File: src/rtl/spi_pkg.sv
// Shared widths, state encoding and frame packing for the 40-bit SPI register protocol.
// The master and the existing slave both import these widths.
package spi_pkg;

  localparam int FRAME_BITS = 40;
  localparam int ADDR_BITS  = 8;
  localparam int DATA_BITS  = 32;
  localparam int RW_BIT     = 7;

  typedef enum logic [2:0] {
    ST_IDLE,
    ST_SETUP,
    ST_SHIFT,
    ST_HOLD,
    ST_GAP
  } spi_state_e;

  // Read frames carry an all-zero data field so MOSI stays low while the slave answers.
  function automatic logic [FRAME_BITS-1:0] build_frame(
    input logic                 write,
    input logic [RW_BIT-1:0]    addr,
    input logic [DATA_BITS-1:0] wdata
  );
    logic [ADDR_BITS-1:0] hdr;
    hdr             = '0;
    hdr[RW_BIT]     = write;
    hdr[RW_BIT-1:0] = addr;
    return {hdr, (write ? wdata : {DATA_BITS{1'b0}})};
  endfunction

endpackage

File: src/rtl/sync_2ff.sv
// Two-flop synchronizer for a single asynchronous input, cleared by an
// asynchronous active-low reset.
module sync_2ff (
  input  logic clk,
  input  logic rst_n,
  input  logic d,
  output logic q
);

  logic meta;

  always_ff @(posedge clk or negedge rst_n) begin
    if (!rst_n) begin
      meta <= 1'b0;
      q    <= 1'b0;
    end else begin
      meta <= d;
      q    <= meta;
    end
  end

endmodule

File: src/rtl/spi_master.sv
// Initiator for the 40-bit SPI register protocol (mode 0, MSB first).
// One frame per accepted request; read data returned alongside a one-cycle o_Done.
//
// state    | meaning
// ---------+-------------------------------------------------------------
// ST_IDLE  | CS_n high, waiting for i_Start
// ST_SETUP | CS_n low, MOSI holds the R/W bit, CS_SETUP cycles before SCLK
// ST_SHIFT | 40 bits, each CLK_DIV cycles SCLK low then CLK_DIV high
// ST_HOLD  | SCLK and MOSI low for CLK_DIV cycles, CS_n still low
// ST_GAP   | CS_n high, o_Done on the first cycle, still busy for CS_IDLE
module spi_master
  import spi_pkg::*;
#(
  parameter int CLK_DIV  = 4,
  parameter int CS_SETUP = 4,
  parameter int CS_IDLE  = 4
) (
  input  logic                 clk,
  input  logic                 i_Rst_L,
  input  logic                 i_Start,
  input  logic                 i_Write,
  input  logic [RW_BIT-1:0]    i_Addr,
  input  logic [DATA_BITS-1:0] i_Wdata,
  output logic                 o_Busy,
  output logic                 o_Done,
  output logic [DATA_BITS-1:0] o_Rdata,
  output logic                 o_SPI_Clk,
  output logic                 o_SPI_MOSI,
  output logic                 o_SPI_CS_n,
  input  logic                 i_SPI_MISO
);

  if (CLK_DIV < 4) begin : g_bad_clk_div
    $error("spi_master: CLK_DIV must be at least 4 for slave oversampling");
  end

  localparam int                CNT_W      = 16;
  localparam logic [CNT_W-1:0]  DIV_LAST   = CNT_W'(CLK_DIV - 1);
  localparam logic [CNT_W-1:0]  SETUP_LAST = CNT_W'(CS_SETUP - 1);
  localparam logic [CNT_W-1:0]  IDLE_LAST  = CNT_W'(CS_IDLE - 1);
  localparam logic [5:0]        BIT_FIRST  = 6'(FRAME_BITS - 1);

  spi_state_e              state;
  logic [CNT_W-1:0]        cnt;
  logic [5:0]              bit_cnt;
  logic [FRAME_BITS-1:0]   frame;
  logic [FRAME_BITS-1:0]   capture;
  logic                    is_write;
  logic                    miso_s;

  sync_2ff u_miso_sync (
    .clk   (clk),
    .rst_n (i_Rst_L),
    .d     (i_SPI_MISO),
    .q     (miso_s)
  );

  always_ff @(posedge clk or negedge i_Rst_L) begin
    if (!i_Rst_L) begin
      state      <= ST_IDLE;
      cnt        <= '0;
      bit_cnt    <= '0;
      frame      <= '0;
      capture    <= '0;
      is_write   <= 1'b0;
      o_Busy     <= 1'b0;
      o_Done     <= 1'b0;
      o_Rdata    <= '0;
      o_SPI_Clk  <= 1'b0;
      o_SPI_MOSI <= 1'b0;
      o_SPI_CS_n <= 1'b1;
    end else begin
      o_Done <= 1'b0;
      case (state)
        ST_IDLE: begin
          if (i_Start) begin
            frame      <= build_frame(i_Write, i_Addr, i_Wdata);
            is_write   <= i_Write;
            o_SPI_CS_n <= 1'b0;
            o_SPI_MOSI <= i_Write;
            o_Busy     <= 1'b1;
            cnt        <= SETUP_LAST;
            state      <= ST_SETUP;
          end
        end

        ST_SETUP: begin
          if (cnt == '0) begin
            cnt     <= DIV_LAST;
            bit_cnt <= BIT_FIRST;
            state   <= ST_SHIFT;
          end else begin
            cnt <= cnt - 1'b1;
          end
        end

        ST_SHIFT: begin
          if (cnt != '0) begin
            cnt <= cnt - 1'b1;
          end else if (!o_SPI_Clk) begin
            o_SPI_Clk <= 1'b1;
            cnt       <= DIV_LAST;
          end else begin
            // Last cycle of the high phase: sample MISO, then open the next low phase.
            capture   <= (capture << 1) | {{(FRAME_BITS-1){1'b0}}, miso_s};
            o_SPI_Clk <= 1'b0;
            cnt       <= DIV_LAST;
            if (bit_cnt == '0) begin
              o_SPI_MOSI <= 1'b0;
              state      <= ST_HOLD;
            end else begin
              bit_cnt    <= bit_cnt - 6'd1;
              o_SPI_MOSI <= frame[FRAME_BITS-2];
              frame      <= frame << 1;
            end
          end
        end

        ST_HOLD: begin
          if (cnt == '0) begin
            o_SPI_CS_n <= 1'b1;
            o_Done     <= 1'b1;
            if (!is_write) begin
              o_Rdata <= capture[DATA_BITS-1:0];
            end
            cnt   <= IDLE_LAST;
            state <= ST_GAP;
          end else begin
            cnt <= cnt - 1'b1;
          end
        end

        ST_GAP: begin
          if (cnt == '0) begin
            o_Busy <= 1'b0;
            state  <= ST_IDLE;
          end else begin
            cnt <= cnt - 1'b1;
          end
        end

        default: state <= ST_IDLE;
      endcase
    end
  end

endmodule

File: config.mk
export PLATFORM = sky130hd
export DESIGN_NAME = spi_master
export DESIGN_NICKNAME = d
export VERILOG_FILES = /design/src/rtl/spi_pkg.sv /design/src/rtl/sync_2ff.sv /design/src/rtl/spi_master.sv
export SDC_FILE = /design/constraint.sdc
export NUM_CORES = 1
export LEC_CHECK = 0
export BUFFER_PORTS_ARGS = -buffer_cell sky130_fd_sc_hd__buf_4
export CAP_MARGIN = 20
export CORE_AREA = 2 2 126 177
export DETAILED_ROUTE_END_ITERATION = 10
export DIE_AREA = 0 0 128 179
export MAX_ROUTING_LAYER = met4
export PLACE_DENSITY = 0.43
export REMOVE_ABC_BUFFERS = 1
export SLEW_MARGIN = 20
export SYNTH_ARGS = -nofsm -noshare
export SYNTH_HDL_FRONTEND = slang
export SYNTH_SLANG_ARGS = --single-unit
File: constraint.sdc
create_clock -name clk -period 5.55 [get_ports clk]
set_clock_uncertainty 0.15 [all_clocks]
set_input_delay 0.8325 -clock clk [delete_from_list [all_inputs] [get_ports clk]]
set_output_delay 0.8325 -clock clk [all_outputs]
set_load 0.01 [all_outputs]
# Word-level counts from Yosys, hierarchy flattened
# Cells that the tools add are included.
[totals]
latch_bits = 0
mem_bits_rw = 0
mem_bits_ro = 0
regBits = 136
memories = 0
inputBits = 44
[op_classes]
div = 0
n_bitwise = 3
n_reduce_logical = 21
eq_ne = 13
addsub = 2
n_mux = 38
n_shift = 0
n_lt_le_gt_ge = 0
multipliers = 0
[op_table]
columns = ["cell", "count"]
rows = [
  ["2-to-1 mux 39 bit", 4],
  ["case mux 39 bit (2 select lines)", 1],
  ["2-to-1 mux 16 bit", 4],
  ["case mux 16 bit (4 select lines)", 1],
  ["2-to-1 mux 32 bit", 1],
  ["bitwise OR 32 x 1 -> 32 bit", 1],
  ["2-to-1 mux 6 bit", 4],
  ["2-to-1 mux 3 bit", 7],
  ["!= test 2 bit, second input constant", 9],
  ["zero test 16 bit", 1],
  ["nonzero test 16 bit", 1],
  ["subtractor 16 x 1 -> 16 bit, second input constant", 1],
  ["case mux 3 bit (5 select lines)", 1],
  ["AND reduction 3 bit", 5],
  ["case mux 6 bit (2 select lines)", 1],
  ["2-to-1 mux 1 bit", 11],
  ["AND reduction 5 bit", 2],
  ["nonzero test 2 bit", 4],
  ["AND reduction 7 bit", 1],
  ["== test 3 x 2 -> 1 bit, second input constant", 2],
  ["zero test 6 bit", 1],
  ["case mux 1 bit (2 select lines)", 3],
  ["subtractor 6 x 1 -> 6 bit, second input constant", 1],
  ["AND reduction 2 bit", 2],
  ["other kinds (7)", 8],
]

# Depth between registers and ports, before layout
[logic_depth]
ltp_word = 5
mapped_depth = 9
ltp_nobuf = 6

# Modules after synthesis
# A second synthesis with hierarchy kept.
[hier_totals]
hier_cells = 589
hier_area_um2 = 6521.3
[by_module_without_submodules]
columns = ["module", "area_each_um2", "instances", "cells_per_inst"]
rows = [
  ["spi_master", 6471.2, 1, 587],
  ["sync_2ff", 50.0, 1, 2],
]

# Least setup slack after synthesis
# No wires, ideal clock.
[synth_path]
path_kind = "reg-to-reg"
startpoint = "register cnt[0]"
endpoint = "register frame[22]"
slack_ps = 2906
path_stages_with_launch = 10
t_arrival_ps = 2369
n_path_buf = 3
required_time_ps = 5275
setup_ps = 125
period_less_slack_ps = 2644
path_cell_list = "dfrtp_1 > inv_1 > ha_1 > or3b_2 > clkbuf_1 > nor4_4 > a41oi_1 > buf_2 > buf_6 > mux2_4"
[synth_between]
elab_chain_len = 3
[synth_rtl]
columns = ["item", "line_no", "text"]
rows = [
  ["start, declared", "spi_master.sv:44", "logic [CNT_W-1:0] cnt;"],
  ["start signal, assigned", "spi_master.sv:93", "cnt <= cnt - 1'b1;"],
  ["start signal, assigned", "spi_master.sv:99", "cnt <= cnt - 1'b1;"],
  ["start signal, assigned", "spi_master.sv:129", "cnt <= cnt - 1'b1;"],
  ["nonzero test 16 bit", "spi_master.sv:98", "if (cnt != '0) begin"],
  ["!= test 2 bit (no line)", "--", ""],
  ["AND reduction 5 bit (no line)", "--", ""],
  ["end signal, assigned", "spi_master.sv:77", "frame <= build_frame(i_Write, i_Addr, i_Wdata);"],
  ["end signal, assigned", "spi_master.sv:114", "frame <= frame << 1;"],
  ["end, declared", "spi_master.sv:46", "logic [FRAME_BITS-1:0] frame;"],
]
# No other way between the ends.
# A chain may end at the register's enable or synchronous reset.

# Final worst setup path
[layout_path]
startpoint = "register cnt[0]"
endpoint = "register capture[28]"
[layout_between]
elab_chain_len = 3
[layout_rtl]
columns = ["item", "line_no", "text"]
rows = [
  ["nonzero test 16 bit", "spi_master.sv:98", ""],
  ["inverter 1 bit (no line)", "--", ""],
  ["AND reduction 3 bit (no line)", "--", ""],
  ["end signal, assigned", "spi_master.sv:105", "capture <= (capture << 1) | {{(FRAME_BITS-1){1'b0}}, miso_s};"],
  ["end, declared", "spi_master.sv:47", "logic [FRAME_BITS-1:0] capture;"],
]
# No other way between the ends.

==> impl_metrics.csv <==
group,metric,value,unit
clock_network,cts_tree,"built",
finish,nFillCells,2165,
routing,wl,14.28,mm
logic_synthesis,yosysWarnings,0,
clock_network,clkTransAtPathRegs,0.06,ns
clock_network,cts_max_path_buffers,2,
floorplan,rows,64,
clock_network,cts_buffers,17,
logic_synthesis,synth_edf_count,0,
floorplan,die_w,128,um
grt,globalRouteTotalUtil,13.66,%
logic_synthesis,synth_ff_type,"dfrtp_1",
finish,area_delta_synth_final,22.01,%
logic_synthesis,synth_seq_cells,136,
logic_synthesis,ys_types,60,
critical_path,required,5.70,ns
pwr,seqPwrFrac,46.8,%
critical_path,path_class,"register to register",
clock_network,cts_hold_buf,0,
min_path,hold_path_class,"register to register",
placement,portBuffers,80,
timing,max_slew_margin,28.29,%
floorplan,dieArea,22910,um2
routing,viasPerCell,5.071,
timing,hold_viol_final,0,
clock_network,cts-root-buf,"clkbuf_16",
grt,overflow,0,
pwr,p_leak,3.666,nW
placement,gp_routability_congestion,0.8289,
pwr,switchingPower,0.0005306,W
critical_path,crit_path_start_kind,"register",
finish,drive_gt1_share,35.83,%
finish,fin_nets,662,
routing,drtAntennaViolNets,0,
floorplan,io_pins,81,
finish,layout_common_cells,"135 x dfrtp_1, 88 x mux2_2, 86 x buf_4, 77 x nand2_1, 38 x nand3_1",
finish,utilization,35.90,%
pwr,ir_drop,0.1777,mV
grt,grt_pass1_vias,4684,
placement,dpl.hpwl,9.410,mm
clock_network,post_cts_resized,0,
logic_synthesis,syn_area,6315,um2
floorplan,initial_utilization,29.43,%
clock_network,cts_setup_buffers,0,
finish,antenna_cells,0,
critical_path,cp_max_fo,32,
pwr,pwr_density_cell,280.3,nW/um2
timing,fin_crit_sh,66.59,%
routing,firstDrtPassIters,4,
pwr,power_frac_clock,49.8,%
logic_synthesis,syn-mean-instance-area,11.59,um2
finish,layout_commonest_cell,"dfrtp_1",
logic_synthesis,yosysSeqAreaShare,53.91,%
timing,rsz0062_at_grt,"no",
routing,vias,4523,
critical_path,crit_arrival,3.85,ns
floorplan,core,21460,um2
critical_path,worstSetupEndpointType,"register",
finish,multi_input_area,2700,um2
finish,regArea,3405,um2
grt,grt_max_degree,94,
routing,route.detailed.drc,0,
clock_network,h-tree-depth,4,
run_status,status,"complete, no violations",
routing,initialDrtViolationCount,231,
grt,grt_pass1_wl,23.94,mm
pwr,comb_power_share,3.4,%
logic_synthesis,synthCells,545,
timing,tightest_slew,1.066,ns
timing,slew_viol_final,0,
timing,layout_min_cycle_time,3.696,ns
logic_synthesis,synthArstFlopShare,100.0,%
routing,detail_route.wl_per_cell,16.01,um
timing,clock.fmax,270.6,MHz
clock_network,clock_sinks,136,
clock_network,clock_latency,0.43,ns
floorplan,chipHeight,179,um
pwr,p_int,0.001629,W
timing,setup_viol,0,
grt,antenna_found_initial,0,
pwr,power_switching_share,24.57,%
timing,tns,0,ns
flow_run,drv_cap,0,
cells in the mapped netlist (4+ instances only):
cell / count / area, um2
dfrtp_1: 135 / 3378
mux2_2: 88 / 991.0
nand2_1: 77 / 289.0
nand3_1: 39 / 195.2
clkbuf_1: 17 / 63.81
inv_1: 14 / 52.55
a31oi_1: 13 / 81.33
o21ai_0: 11 / 55.05
nor2_1: 10 / 37.54
a22oi_1: 9 / 67.56
buf_2: 8 / 40.04
mux2_1: 8 / 90.09
o2bb2ai_1: 8 / 70.07
a21oi_1: 7 / 35.03
buf_1: 5 / 18.77
buf_6: 5 / 56.30
nand4_1: 5 / 31.28
nor3_1: 5 / 25.02
nor4_1: 5 / 31.28
or4_1: 5 / 37.54
a41oi_1: 4 / 35.03
nand2b_1: 4 / 25.02
o211ai_1: 4 / 30.03
through the flow:
step / std cells / cell area (um2) / total power [W] / worst slack (ns) / hold slack (ns)
5_1_grt: 892 / 7705 / 0.002250 / 1.591 / 0.2128
4_1_cts: 892 / 7705 / 0.002199 / 1.828 / 0.2044
3_5_place_dp: 860 / 7144 / 0.001106 / 1.854 / 0.1896
3_3_place_gp: 860 / 7144 / 0.001105 / 1.938 / 0.1902
6_report: 892 / 7705 / 0.002160 / 1.855 / 0.1998
2_1_floorplan: 509 / 6128 / 0.001050 / 0.05410 / 0.1812
sequential cells by signal (all words and copies together) (netlist names):
signal and flops:
o_Busy 1, o_Rdata 32, state 3, u_miso_sync.meta 1
o_SPI_Clk 1, o_SPI_MOSI 1, o_SPI_CS_n 1, frame 39
cnt 16, capture 32, is_write 1, u_miso_sync.q 1
bit_cnt 6, o_Done 1
path summary, 6_finish.rpt:
path                                  start             to  slack [ns]  cells after the start
min reg2reg                u_miso_sync.meta  u_miso_sync.q        0.20                      0
min in group asynchronous           i_Rst_L       frame[2]        0.32                      1
min                        u_miso_sync.meta  u_miso_sync.q        0.20                      0
max                                  cnt[0]    capture[28]        1.85                      6
max reg2reg                          cnt[0]    capture[28]        1.85                      6
max in group asynchronous           i_Rst_L    o_Rdata[15]        3.80                      2
logic make-up (layout without fill, tap and decap cells):
logic type	count (synthesis)	count (layout)	synth area share, %
DFF	136	136	53.91
buffers and inverters	50	133	3.784
adders and majority gates	4	4	0.7530
and+or+nand+nor	172	172	14.01
AOI/OAI and AO/OA	80	80	9.214
muxes	100	100	17.91
xor gates and xnor gates	3	3	0.4162
critical path, stage by stage, from the launching register on:
cell,delay [ns]
dfrtp_1,0.41
inv_1,0.10
ha_1,0.22
or3b_2,0.56
nor4_4,0.74
nand3_2,0.84
mux2_2,0.54
area by class of cell:
type | count | area share [%]
inverter | 14 | 0.6820
tap | 264 | 4.287
timing repair buffer | 87 | 8.525
clock inverter | 15 | 1.754
multi-input combinational | 359 | 35.04
sequential | 136 | 44.19
clock buffer | 17 | 5.521
power groups by stage:
stage | logic [W] | registers, W | clock network (W)
2_1_floorplan | 0.0000237 | 0.00103 | 0
5_1_grt | 0.0000846 | 0.00101 | 0.00115
4_1_cts | 0.0000775 | 0.00101 | 0.00111
3_3_place_gp | 0.0000764 | 0.00103 | 0
6_report | 0.0000738 | 0.00101 | 0.00108
3_5_place_dp | 0.0000774 | 0.00103 | 0
layer usage:
layer	track usage, %	vias to the layer above	wire length (um)
met5	-	-	0
met4	5.311	0	280
met3	4.058	21	595
met2	21.95	95	6990
met1	16.15	2281	6412
li1	-	2126	-
Power figures use the tool's default switching activity.
